File: src/rtl/axi_pkg.sv
// Shared AXI constants and the bridge FSM state encoding.
`timescale 1ns/1ps
package axi_pkg;

  localparam logic [3:0] AXI_LEN_4  = 4'd3;
  localparam logic [2:0] AXI_SIZE_W = 3'b010;
  localparam logic [1:0] AXI_INCR   = 2'b01;
  localparam logic [3:0] DCACHE_ID  = 4'b0001;

  typedef enum logic [2:0] {
    S_IDLE  = 3'd0,
    S_AR    = 3'd1,
    S_R     = 3'd2,
    S_WFILL = 3'd3,
    S_AW    = 3'd4,
    S_W     = 3'd5,
    S_B     = 3'd6
  } state_e;

endpackage

File: src/rtl/line_wbuf.sv
// Four-word eviction line buffer: one synchronous write port, one asynchronous read port.
`timescale 1ns/1ps
module line_wbuf (
  input  logic        clk,
  input  logic        wen_i,
  input  logic [1:0]  widx_i,
  input  logic [31:0] wdata_i,
  input  logic [1:0]  ridx_i,
  output logic [31:0] rdata_o
);

  logic [31:0] mem_q [4];

  always_ff @(posedge clk) begin
    if (wen_i) mem_q[widx_i] <= wdata_i;
  end

  assign rdata_o = mem_q[ridx_i];

endmodule

File: src/rtl/dcache_axi_bridge.sv
// Turns dcache line refills/evictions into single 4-beat INCR AXI bursts, one at a time.
`timescale 1ns/1ps
module dcache_axi_bridge
  import axi_pkg::*;
#(
  parameter logic [3:0] AXI_ID     = DCACHE_ID,
  parameter int         LINE_WORDS = 4
) (
  input  logic        clk,
  input  logic        rst,
  input  logic        dc_rd_req,
  input  logic        dc_wr_req,
  input  logic [31:0] dc_addr,
  input  logic [31:0] dc_wdata,
  input  logic        dc_wvalid,
  input  logic        dc_wlast,
  output logic        dc_write_begin,
  output logic        dc_wready,
  output logic        dc_awready,
  output logic        dc_bvalid,
  output logic        dc_rvalid,
  output logic        dc_rlast,
  output logic [3:0]  dc_rid,
  output logic [31:0] dc_rdata,
  output logic [3:0]  arid,
  output logic [31:0] araddr,
  output logic [3:0]  arlen,
  output logic [2:0]  arsize,
  output logic [1:0]  arburst,
  output logic        arvalid,
  input  logic        arready,
  input  logic [3:0]  rid,
  input  logic [31:0] rdata,
  input  logic [1:0]  rresp,
  input  logic        rlast,
  input  logic        rvalid,
  output logic        rready,
  output logic [3:0]  awid,
  output logic [31:0] awaddr,
  output logic [3:0]  awlen,
  output logic [2:0]  awsize,
  output logic [1:0]  awburst,
  output logic        awvalid,
  input  logic        awready,
  output logic [3:0]  wid,
  output logic [31:0] wdata,
  output logic [3:0]  wstrb,
  output logic        wlast,
  output logic        wvalid,
  input  logic        wready,
  input  logic [3:0]  bid,
  input  logic [1:0]  bresp,
  input  logic        bvalid,
  output logic        bready
);

  localparam int unused_line_words = LINE_WORDS;

  state_e      state_q, state_d;
  logic [1:0]  cnt_q, cnt_d;
  logic [31:0] addr_q, addr_d;
  logic        buf_wen;
  logic [31:0] buf_rdata;
  logic        unused_inputs;

  // Response codes/IDs are not acted on; the low address nibble is forced to zero.
  assign unused_inputs = ^{rresp, bid, bresp, dc_addr[3:0]};

  line_wbuf u_wbuf (
    .clk    (clk),
    .wen_i  (buf_wen),
    .widx_i (cnt_q),
    .wdata_i(dc_wdata),
    .ridx_i (cnt_q),
    .rdata_o(buf_rdata)
  );

  always_comb begin
    state_d = state_q;
    cnt_d   = cnt_q;
    addr_d  = addr_q;
    buf_wen = 1'b0;
    case (state_q)
      S_IDLE: begin
        // Eviction first so the dirty line leaves before its slot is refilled.
        if (dc_wr_req) begin
          addr_d  = {dc_addr[31:4], 4'h0};
          state_d = S_WFILL;
        end else if (dc_rd_req) begin
          addr_d  = {dc_addr[31:4], 4'h0};
          state_d = S_AR;
        end
      end
      S_AR: if (arready) state_d = S_R;
      S_R:  if (rvalid && rlast) state_d = S_IDLE;
      S_WFILL: begin
        if (dc_wvalid) begin
          buf_wen = 1'b1;
          if (dc_wlast) begin
            cnt_d   = 2'd0;
            state_d = S_AW;
          end else begin
            cnt_d = cnt_q + 2'd1;
          end
        end
      end
      S_AW: if (awready) state_d = S_W;
      S_W: begin
        if (wready) begin
          cnt_d = cnt_q + 2'd1;
          if (cnt_q == 2'd3) state_d = S_B;
        end
      end
      S_B:     if (bvalid) state_d = S_IDLE;
      default: state_d = S_IDLE;
    endcase
  end

  always_ff @(posedge clk or negedge rst) begin
    if (!rst) begin
      state_q <= S_IDLE;
      cnt_q   <= 2'd0;
      addr_q  <= 32'd0;
    end else begin
      state_q <= state_d;
      cnt_q   <= cnt_d;
      addr_q  <= addr_d;
    end
  end

  assign arid    = AXI_ID;
  assign araddr  = addr_q;
  assign arlen   = AXI_LEN_4;
  assign arsize  = AXI_SIZE_W;
  assign arburst = AXI_INCR;
  assign arvalid = (state_q == S_AR);

  assign rready    = (state_q == S_R);
  assign dc_rvalid = (state_q == S_R) && rvalid;
  assign dc_rlast  = rlast;
  assign dc_rid    = rid;
  assign dc_rdata  = rdata;

  assign dc_write_begin = (state_q == S_WFILL);
  assign dc_wready      = (state_q == S_WFILL);

  assign awid       = AXI_ID;
  assign awaddr     = addr_q;
  assign awlen      = AXI_LEN_4;
  assign awsize     = AXI_SIZE_W;
  assign awburst    = AXI_INCR;
  assign awvalid    = (state_q == S_AW);
  assign dc_awready = (state_q == S_AW) && awready;

  assign wid    = AXI_ID;
  assign wstrb  = 4'hF;
  assign wvalid = (state_q == S_W);
  assign wdata  = (state_q == S_W) ? buf_rdata : 32'd0;
  assign wlast  = (state_q == S_W) && (cnt_q == 2'd3);

  assign bready    = (state_q == S_B);
  assign dc_bvalid = (state_q == S_B) && bvalid;

endmodule
File: config.mk
export PLATFORM = sky130hd
export DESIGN_NAME = dcache_axi_bridge
export DESIGN_NICKNAME = d
export VERILOG_FILES = /design/src/rtl/axi_pkg.sv /design/src/rtl/line_wbuf.sv /design/src/rtl/dcache_axi_bridge.sv
export SDC_FILE = /design/constraint.sdc
export NUM_CORES = 1
export LEC_CHECK = 0
export BUFFER_PORTS_ARGS = -buffer_cell sky130_fd_sc_hd__buf_2
export CORE_UTILIZATION = 45
export DETAILED_ROUTE_END_ITERATION = 10
export PLACE_DENSITY = 0.79
export REMOVE_ABC_BUFFERS = 1
export SLEW_MARGIN = 20
export SYNTH_ARGS = -nofsm -noshare
export SYNTH_HDL_FRONTEND = slang
export SYNTH_SLANG_ARGS = --single-unit
File: constraint.sdc
create_clock -name clk -period 2.4 [get_ports clk]
set_input_delay 0.24 -clock clk [delete_from_list [all_inputs] [get_ports clk]]
set_output_delay 0.24 -clock clk [all_outputs]
set_load 0.02 [all_outputs]
# After elaboration in Yosys (flattened, before gate mapping)

Memory sizes are Yosys's and may differ from the RTL's.
Cells that the tools add are included.

Bits in registers: 37
RAM bits: 128
Memories: 1

Memory list:

| memory       | depth | width | rd ports | clocked after Yosys merged registers in | write ports | RTL line        | text |
|---|---|---|---|---|---|---|---|
| u_wbuf.mem_q | 4     | 32    | 1        | 0                                       | 1           | line_wbuf.sv:12 | `logic [31:0] mem_q [4];` |

Add/subtract/negate cells: 1
Eq/ne operators: 16
Mux-type cells: 22
Reduce and logical (&&, ||, !) cells: 11

Operators with widths:

| operator                                              | number |
|---|---|
| 2-to-1 mux 32 bit                                     | 3 |
| 2-to-1 mux 3 bit                                      | 10 |
| case mux 3 bit (7 select lines)                       | 1 |
| inequality test 2 x 1 -> 1 bit, second input constant | 5 |
| == test 3 bit, second input constant                  | 3 |
| AND reduction 9 bit                                   | 1 |
| == test 3 x 2 -> 1 bit, second input constant         | 2 |
| 2-to-1 mux 2 bit                                      | 3 |
| inequality test 2 bit, second input constant          | 3 |
| logical AND 1 bit                                     | 5 |
| 2-to-1 mux 1 bit                                      | 4 |
| case mux 2 bit (2 select lines)                       | 1 |
| nonzero test 2 bit                                    | 2 |
| == test 3 x 1 -> 1 bit, second input constant         | 1 |
| logical NOT 3 bit                                     | 1 |
| inequality test 3 bit, second input constant          | 1 |
| AND reduction 3 bit                                   | 1 |
| adder 2 x 1 -> 2 bit, second input constant           | 1 |
| == test 2 bit, second input constant                  | 1 |
| AND reduction 2 bit                                   | 1 |

# Depth between registers and ports, before layout

Gate-level depths: netlist of run 1.

Depth in word-level cells: 4
Gate-level depth with buffers: 6
Mapped depth without buffers: 5

# By module

From an unflattened synthesis of run 1, not the netlist that was laid out.

Cells, all modules: 425
Area, all modules: 7183.1 µm²

By module, submodules not included:

| module            | times used | cells each | area an instance (µm²) | sequential area each (µm²) |
|---|---|---|---|---|
| line_wbuf         | 1          | 171        | 4689.5                 | 3843.7 |
| dcache_axi_bridge | 1          | 254        | 2493.6                 | 825.8 |

# Worst setup path before layout of run 1

OpenSTA, ideal clock, no wires.

Kind: register to register
Start point: reg state_q[2]
End point: mem u_wbuf.mem_q[2][0], enable pin
Setup time: 0.392 ns
Data arrival time: 1.960 ns
Required time: 2.008 ns
Setup slack: 0.047 ns
Cell stages (with the launch flop): 6
Period minus slack after synthesis: 2.353 ns
Path through: dfrtp_1 > buf_6 > inv_2 > and3_2 > clkbuf_1 > and3_1

Cells in the longest elaborated chain, start to end: 4

Ends and longest elaborated chain:

| item                                   | RTL line                 | text |
|---|---|---|
| start: declaration                     | dcache_axi_bridge.sv:59  | `state_e state_q, state_d;` |
| start signal: assignment               | dcache_axi_bridge.sv:125 | `state_q <= state_d;` |
| == test 3 x 2 -> 1 bit                 | -                        |  |
| named net dc_wready                    | dcache_axi_bridge.sv:18  | `output logic dc_wready,` |
| 2-to-1 mux 1 bit                       | dcache_axi_bridge.sv:83  | `case (state_q)` |
| 2-to-1 mux 1 bit                       | line_wbuf.sv:15          | `if (wen_i) mem_q[widx_i] <= wdata_i;` |
| 2-to-1 mux 1 bit (implied by the code) | line_wbuf.sv:15          |  |
| end: declaration                       | line_wbuf.sv:12          |  |

The timed path passes the listed nets, and every way through them passes these cells.

# Worst setup path in the final report of run 1

Start point: reg state_q[1]
End point: out wvalid

Cells in the longest elaborated chain, start to end: 1

Ends and longest elaborated chain:

| item             | RTL line                 | text |
|---|---|---|
| == test 3 bit    | dcache_axi_bridge.sv:157 | `assign wvalid = (state_q == S_W);` |
| end: declaration | dcache_axi_bridge.sv:49  | `output logic wvalid,` |

No other way between the ends.

==> results of run 1 <==
synth_stat cells, types with 2 or more instances:
cell type  count  share of area (%)
and2_1         4               0.34
and3_1        37                3.2
buf_12         2               0.55
buf_2          4               0.27
buf_4        108                 11
buf_6          7                1.1
clkbuf_1       8               0.41
conb_1         2               0.10
dfrtp_1       33                 11
edfxtp_1     128                 52
ha_1           4               0.68
inv_1          3               0.15
mux2_1         2               0.31
mux2_2         8                1.2
mux2_4        20                4.1
mux2i_1        4               0.55
mux4_2        32                9.8
nand2_1        5               0.26
nor2_1         3               0.15
nor3_1         2               0.14
nor3b_1        4               0.41
o21ai_0        3               0.20
o21ai_2        2               0.24
routing by layer:
layer | wire length [µm] | vias to the layer above | part of all wire, % | GRT usage, %
met3 | 1610 | 13 | 10 | 9.06
li1 | - | 1699 | - | -
met2 | 8490 | 232 | 53 | 34.1
met5 | 0 | - | 0 | 1.47
met1 | 5840 | 1982 | 36 | 20.3
met4 | 143 | 0 | 0.89 | 6.57
cells in the final DEF (no fill, tap or decap), types with 8 or more instances in the layout:
cell,count
dfrtp_1,31
mux2_4,20
mux4_2,32
mux2_2,8
conb_1,42
edfxtp_1,128
clkbuf_16,21
buf_2,171
and3_1,33
critical path, delay by kind of cell, from the launching register on:
family	cells	cell delay, ns
buffers and inverters	2	0.38
flip-flops	1	0.38
AND/OR/NAND/NOR	2	0.85
repair_timing:
item	in CTS	in global routing
setup endpoints to repair	2	0
hold buffers	1	0
gates resized for setup	1	0
hold endpoints to repair	33	0
setup buffers	0	0
power breakdown:
part / switching (mW) / internal (mW)
Clock: 1.12 / 1.73
Sequential: 0.255 / 3.43
Combinational: 1.96 / 1.50
Total: 3.33 / 6.66
cell type report:
cell class,count,area share [%]
Multi-Input combinational cell,182,21.8
Clock buffer,23,6.47
Inverter,4,0.179
Clock inverter,9,1.19
Timing Repair Buffer,180,11.5
Sequential cell,161,55.7
Tap cell,216,3.22
sequential cells by signal, summed over array words and instances, names as in the netlist:
register      cells
state_q           3
araddr           28
cnt_q             2
u_wbuf.mem_q    128
how the worst max path moves through the flow:
stage | slack (ns) | from | cells past startpoint | to
after floorplan | -0.64 | cnt_q[0]$_DFFE_PN0P_ | 2 | u_wbuf.mem_q[3][0]$_DFFE_PP_
after global placement | 0.33 | state_q[2]$_DFFE_PN0P_ | 3 | u_wbuf.mem_q[0][9]$_DFFE_PP_
after detailed placement | 0.26 | state_q[2]$_DFFE_PN0P_ | 3 | u_wbuf.mem_q[2][17]$_DFFE_PP_
after CTS | 0.07 | cnt_q[0]$_DFFE_PN0P_ | 4 | wdata[29]
after global routing | 0.03 | cnt_q[0]$_DFFE_PN0P_ | 4 | wdata[29]
final | 0.12 | state_q[1]$_DFFE_PN0P_ | 4 | wvalid
kinds of logic (layout without fill, tap and decap cells):
group           Yosys count  in the layout  share of synthesized area, %
flops                   161            161                          63.6
buf+inv                 134            216                          13.6
mux                      66             66                          16.0
simple gates             61             61                          5.20
compound gates            9              9                         0.818
fa+ha+maj                 4              4                         0.681
other cells               2             42                         0.102
==> impl_metrics.py, run 1 <==
metrics = {
    "cts": {
        "ctsLongestPathBuffers": 2,
        "clock-root-buffer": "clkbuf_16",
        "clock_insertion_delay_worst_skew_ns": 0.42,
        "cts_buffers": 17,
        "tritoncts_clock_tree": "built",
        "clkTransAtPathRegs_ns": 0.06,
        "htree_levels": 4,
        "cts_sinks": 161,
    },
    "route": {
        "drt_pass1_iterations": 4,
        "route.vias.total": 3926,
        "final_antenna_net_count": 0,
        "drt-initial-drc-count": 221,
        "avgRoutedWirePerCell_um": 20.7,
        "route.final.wire_length_um": 16100,
        "drc": 0,
        "drt-vias-per-instance": 5.07,
    },
    "sta": {
        "maxSlewHeadroom_pct": 39.9,
        "finalSetupViolCount": 0,
        "rsz0062_at_grt": "false",
        "finalMaxSlewViolations": 0,
        "finalSetupTns_ns": 0,
        "period_share_pct": 94.9,
        "timing_worst_slew_pin_value_ns": 0.901,
        "fin_skew_ns": 0.0101,
        "holdWs_ns": 0.0312,
        "timing.final.crit_period_ns": 2.28,
        "final_report_hold_violation_count": 0,
        "fmax_ghz": 0.439,
        "layout_setup_ws_ns": 0.121,
    },
    "min_path": {
        "hold_start": "dc_wdata[12]",
        "min_path_type": "in2reg",
        "cell_depth_of_the_worst_hold_path": 1,
        "hold_end": "u_wbuf.mem_q[1][12]$_DFFE_PP_",
    },
    "logic_synthesis": {
        "synth_sequential_area_ratio_pct": 63.6,
        "number_of_flops_mapped_to_enable_cells_by_yosys": 128,
        "post_synth.cell_area_avg_um2": 16.8,
        "syn-cell-area_um2": 7340,
        "yosys_warnings": 0,
        "synth_ff_type": "edfxtp_1",
        "synthesis.instances": 437,
        "synth_seq_cells": 161,
        "synthDistinctLibCells": 35,
        "synth-async-reset-ratio_pct": 20.5,
    },
    "critical_path": {
        "max_stage_delay_ns": 0.55,
        "worst-r2r-cell-count": 3,
        "crit_path_cell_trace": "buf_4 > and2b_4 > and2_1 > buf_2",
        "r2r_slack_ns": 0.28,
        "slowest_stage": "and2b_4",
        "worst_setup_path_end_kind": "output pin",
        "timing.setup.critical_path_class": "reg2out",
        "regToRegStartpoint": "state_q[2]$_DFFE_PN0P_",
        "critical_path.max_fanout": 35,
        "timing.critical_path.arrival_ns": 2.04,
        "r2r_end": "u_wbuf.mem_q[2][31]$_DFFE_PP_",
        "worst-endpoint-required_ns": 2.16,
        "start_kind": "flop",
    },
    "flow_run": {
        "drv_cap": 0,
    },
    "layout": {
        "layout.cell_area.non_filler_um2": 8390,
        "num_antenna_cells": 0,
        "synth_to_final_area_change_pct": 14.3,
        "ff_latch_area_um2": 4670,
        "fill_cells": 1276,
        "drive_gt1_share_pct": 50.6,
        "finish.utilization_pct": 52.8,
        "fin_nets": 670,
        "multi_input_comb_area_um2": 1830,
        "layout.cells.non_filler": 775,
    },
    "place": {
        "post_dp_cell_area_um2": 7740,
        "dp.final_hpwl_um": 10700,
        "numPortBuffers": 171,
        "placedCellCount": 742,
        "pre_cts_slack_ns": 0.262,
        "gp_congestion": 0.814,
    },
    "power": {
        "vdd_drop_max_mv": 0.609,
        "p_leak_nw": 3.54,
        "fin_total_pwr_mw": 9.99,
        "power_density_nw_per_um2": 1190,
    },
    "global_routing": {
        "via_count_of_the_first_global_routing_pass": 3956,
        "grt_start_max_net_pins": 47,
        "number_of_antenna_violations_at_the_first_check_in_global_routing": 0,
        "remaining_global_route_overflow": 0,
        "grt_pass1_wl_um": 22900,
        "grt_use_total_pct": 19.4,
    },
    "floorplanning": {
        "rows": 46,
        "coreArea_um2": 15900,
        "num_io_pins": 298,
        "die_w_um": 130,
        "initial_core_util_pct": 46.2,
        "chip_height_um": 130,
        "die_area_um2": 16800,
    },
    "run_status": {
        "result_of_the_run": "completed",
    },
}
Power figures use the tool's default switching activity.
==> run 2: changes to the inputs <==
--- a/config.mk
+++ b/config.mk
@@ -6,9 +6,11 @@
 export NUM_CORES = 1
 export LEC_CHECK = 0
 export BUFFER_PORTS_ARGS = -buffer_cell sky130_fd_sc_hd__buf_2
-export CORE_UTILIZATION = 45
+export CELL_PAD_IN_SITES_DETAIL_PLACEMENT = 1
+export CELL_PAD_IN_SITES_GLOBAL_PLACEMENT = 1
+export CORE_UTILIZATION = 39
 export DETAILED_ROUTE_END_ITERATION = 10
-export PLACE_DENSITY = 0.79
+export PLACE_DENSITY = 0.88
 export REMOVE_ABC_BUFFERS = 1
 export SLEW_MARGIN = 20
 export SYNTH_ARGS = -nofsm -noshare
==> run 2 against run 1 <==
The flow now finishes with violations (design-rule violations). Sequential share of layout area up 0.071 points. Power decreased by 0.75%. Die area rose by 15%. Clock skew up 0.0015 ns. Fmax grew 2.1%. Critical path type unchanged. Largest power group unchanged.
==> impl_metrics.py, run 2 (synthesis gave the netlist of run 1 again) <==
metrics = {
    "run_status": {
        "result_of_the_run": "complete, but fails checks",
        "failed_checks": "design-rule violations",
    },
    "critical_path": {
        "crit_path_cell_trace": "buf_12 > mux4_2 > and3_1 > buf_2",
        "start_kind": "flop",
        "critical_path.max_fanout": 16,
        "timing.setup.critical_path_class": "reg2out",
        "timing.critical_path.arrival_ns": 1.99,
        "worst-endpoint-required_ns": 2.16,
        "worst-path-buf-inv": 2,
        "max_stage_delay_ns": 0.53,
        "worst_setup_path_end_kind": "output pin",
        "slowest_stage": "mux4_2",
        "cell_type_group_with_the_largest_total_delay_on_the_critical_path": "multiplexers",
    },
    "cts": {
        "clkTransAtPathRegs_ns": 0.07,
        "cts_sinks": 161,
        "tritoncts_clock_tree": "built",
        "htree_levels": 4,
        "cts_buffers": 17,
        "clock_insertion_delay_worst_skew_ns": 0.42,
        "ctsLongestPathBuffers": 2,
        "clock-root-buffer": "clkbuf_16",
    },
    "floorplanning": {
        "rows": 49,
        "initial_core_util_pct": 40.3,
        "die_w_um": 139,
        "num_io_pins": 298,
        "die_area_um2": 19400,
        "coreArea_um2": 18200,
        "chip_height_um": 139,
    },
    "route": {
        "drc": 25,
        "top_routing_layer_used": "met5",
        "drt-vias-per-instance": 4.98,
        "route.final.wire_length_um": 17800,
        "final_antenna_net_count": 0,
        "route.vias.total": 3941,
        "avgRoutedWirePerCell_um": 22.4,
        "drt-initial-drc-count": 248,
        "met2RoutedLength_um": 9270,
        "wl_met3_um": 1700,
        "drt_pass1_iterations": 9,
        "drt-met1-wl_um": 6590,
    },
    "layout": {
        "fin_nets": 675,
        "synth_to_final_area_change_pct": 14.2,
        "largest_register_ff_count": 128,
        "layout_common_cells": "buf_2, edfxtp_1, conb_1",
        "layout.cell_area.non_filler_um2": 8390,
        "final_common_cell": "buf_2",
        "num_antenna_cells": 0,
        "drive_gt1_share_pct": 51.0,
        "layout.cells.non_filler": 792,
        "fill_cells": 1819,
        "largest_register_by_flop_count": "u_wbuf.mem_q",
    },
    "global_routing": {
        "grt_start_max_net_pins": 35,
        "grt_use_total_pct": 18.8,
        "grt_pass1_wl_um": 26400,
        "via_count_of_the_first_global_routing_pass": 4354,
        "number_of_antenna_violations_at_the_first_check_in_global_routing": 2,
        "remaining_global_route_overflow": 0,
    },
    "place": {
        "post_dp_cell_area_um2": 7800,
        "numPortBuffers": 171,
        "gp_congestion": 0.770,
        "dp.final_hpwl_um": 12400,
        "placedCellCount": 759,
    },
    "sta": {
        "fmax_ghz": 0.448,
        "holdWs_ns": 0.0294,
        "timing_worst_slew_pin_value_ns": 0.897,
        "fin_skew_ns": 0.0116,
        "timing.final.crit_period_ns": 2.23,
        "period_share_pct": 93.0,
        "final_report_hold_violation_count": 0,
        "finalSetupTns_ns": 0,
        "rsz0062_at_grt": "false",
        "finalSetupViolCount": 0,
        "maxSlewHeadroom_pct": 40.2,
        "finalMaxSlewViolations": 0,
    },
    "power": {
        "p_leak_nw": 3.52,
        "vdd_drop_max_mv": 0.476,
        "fin_total_pwr_mw": 9.91,
        "power_density_nw_per_um2": 1180,
    },
    "flow_run": {
        "drv_cap": 0,
    },
    "min_path": {
        "min_path_type": "in2reg",
    },
}
-- run 2: cell types whose count changed in the layout (fill, tap and decap cells not counted), sizes merged --
cell / change
buf: +5
clkbuf: -6
clkinv: +2
clkinvlp: +2
inv: +1
-- run 2: layout make-up --
class	count	area (µm²)	area share (%)
tap	229	287	3.42
multi-input combinational	182	1830	21.8
timing repair buffer	185	1010	12.1
inverter	4	15.0	0.179
sequential	161	4670	55.7
clock buffer	17	425	5.07
clock inverter	14	143	1.70
-- run 2: report_power, final --
part	internal [mW]	switching, mW
logic	1.56	2.01
registers	3.44	0.278
clock network	1.46	1.17
-- run 2: what timing repair did --
action,CTS,global route
setup endpoints to repair,8,11
hold buffers,1,0
hold endpoints to repair,33,0
resized for setup,1,1
setup buffers,0,1
-- run 2: metrics by stage --
stage / setup slack, ns / utilization, %
final: 0.168 / 46.1
after global routing: 0.0909 / 46.1
after detailed placement: 0.304 / 42.8
after CTS: 0.000155 / 46.0
after floorplan: -0.636 / -
after global placement: 0.364 / 42.8
-- run 2: routing by layer --
metal / track usage, % / vias up
li1: - / 1703
met1: 20.4 / 1986
met2: 33.1 / 228
met3: 8.71 / 22
met4: 4.27 / 2
met5: 2.76 / -
-- run 2: worst paths after layout --
kind	start	cells after the start	to	slack, ns
max	cnt_q[0]$_DFFE_PN0P_	4	wdata[0]	0.17
min	dc_wdata[7]	1	u_wbuf.mem_q[0][7]$_DFFE_PP_	0.03
max reg2reg	state_q[2]$_DFFE_PN0P_	3	u_wbuf.mem_q[0][4]$_DFFE_PP_	0.36
min reg2reg	araddr[26]$_DFFE_PN0P_	1	araddr[26]$_DFFE_PN0P_	0.53
max in group asynchronous	rst	2	cnt_q[0]$_DFFE_PN0P_	1.38
min in group asynchronous	rst	2	araddr[29]$_DFFE_PN0P_	0.44
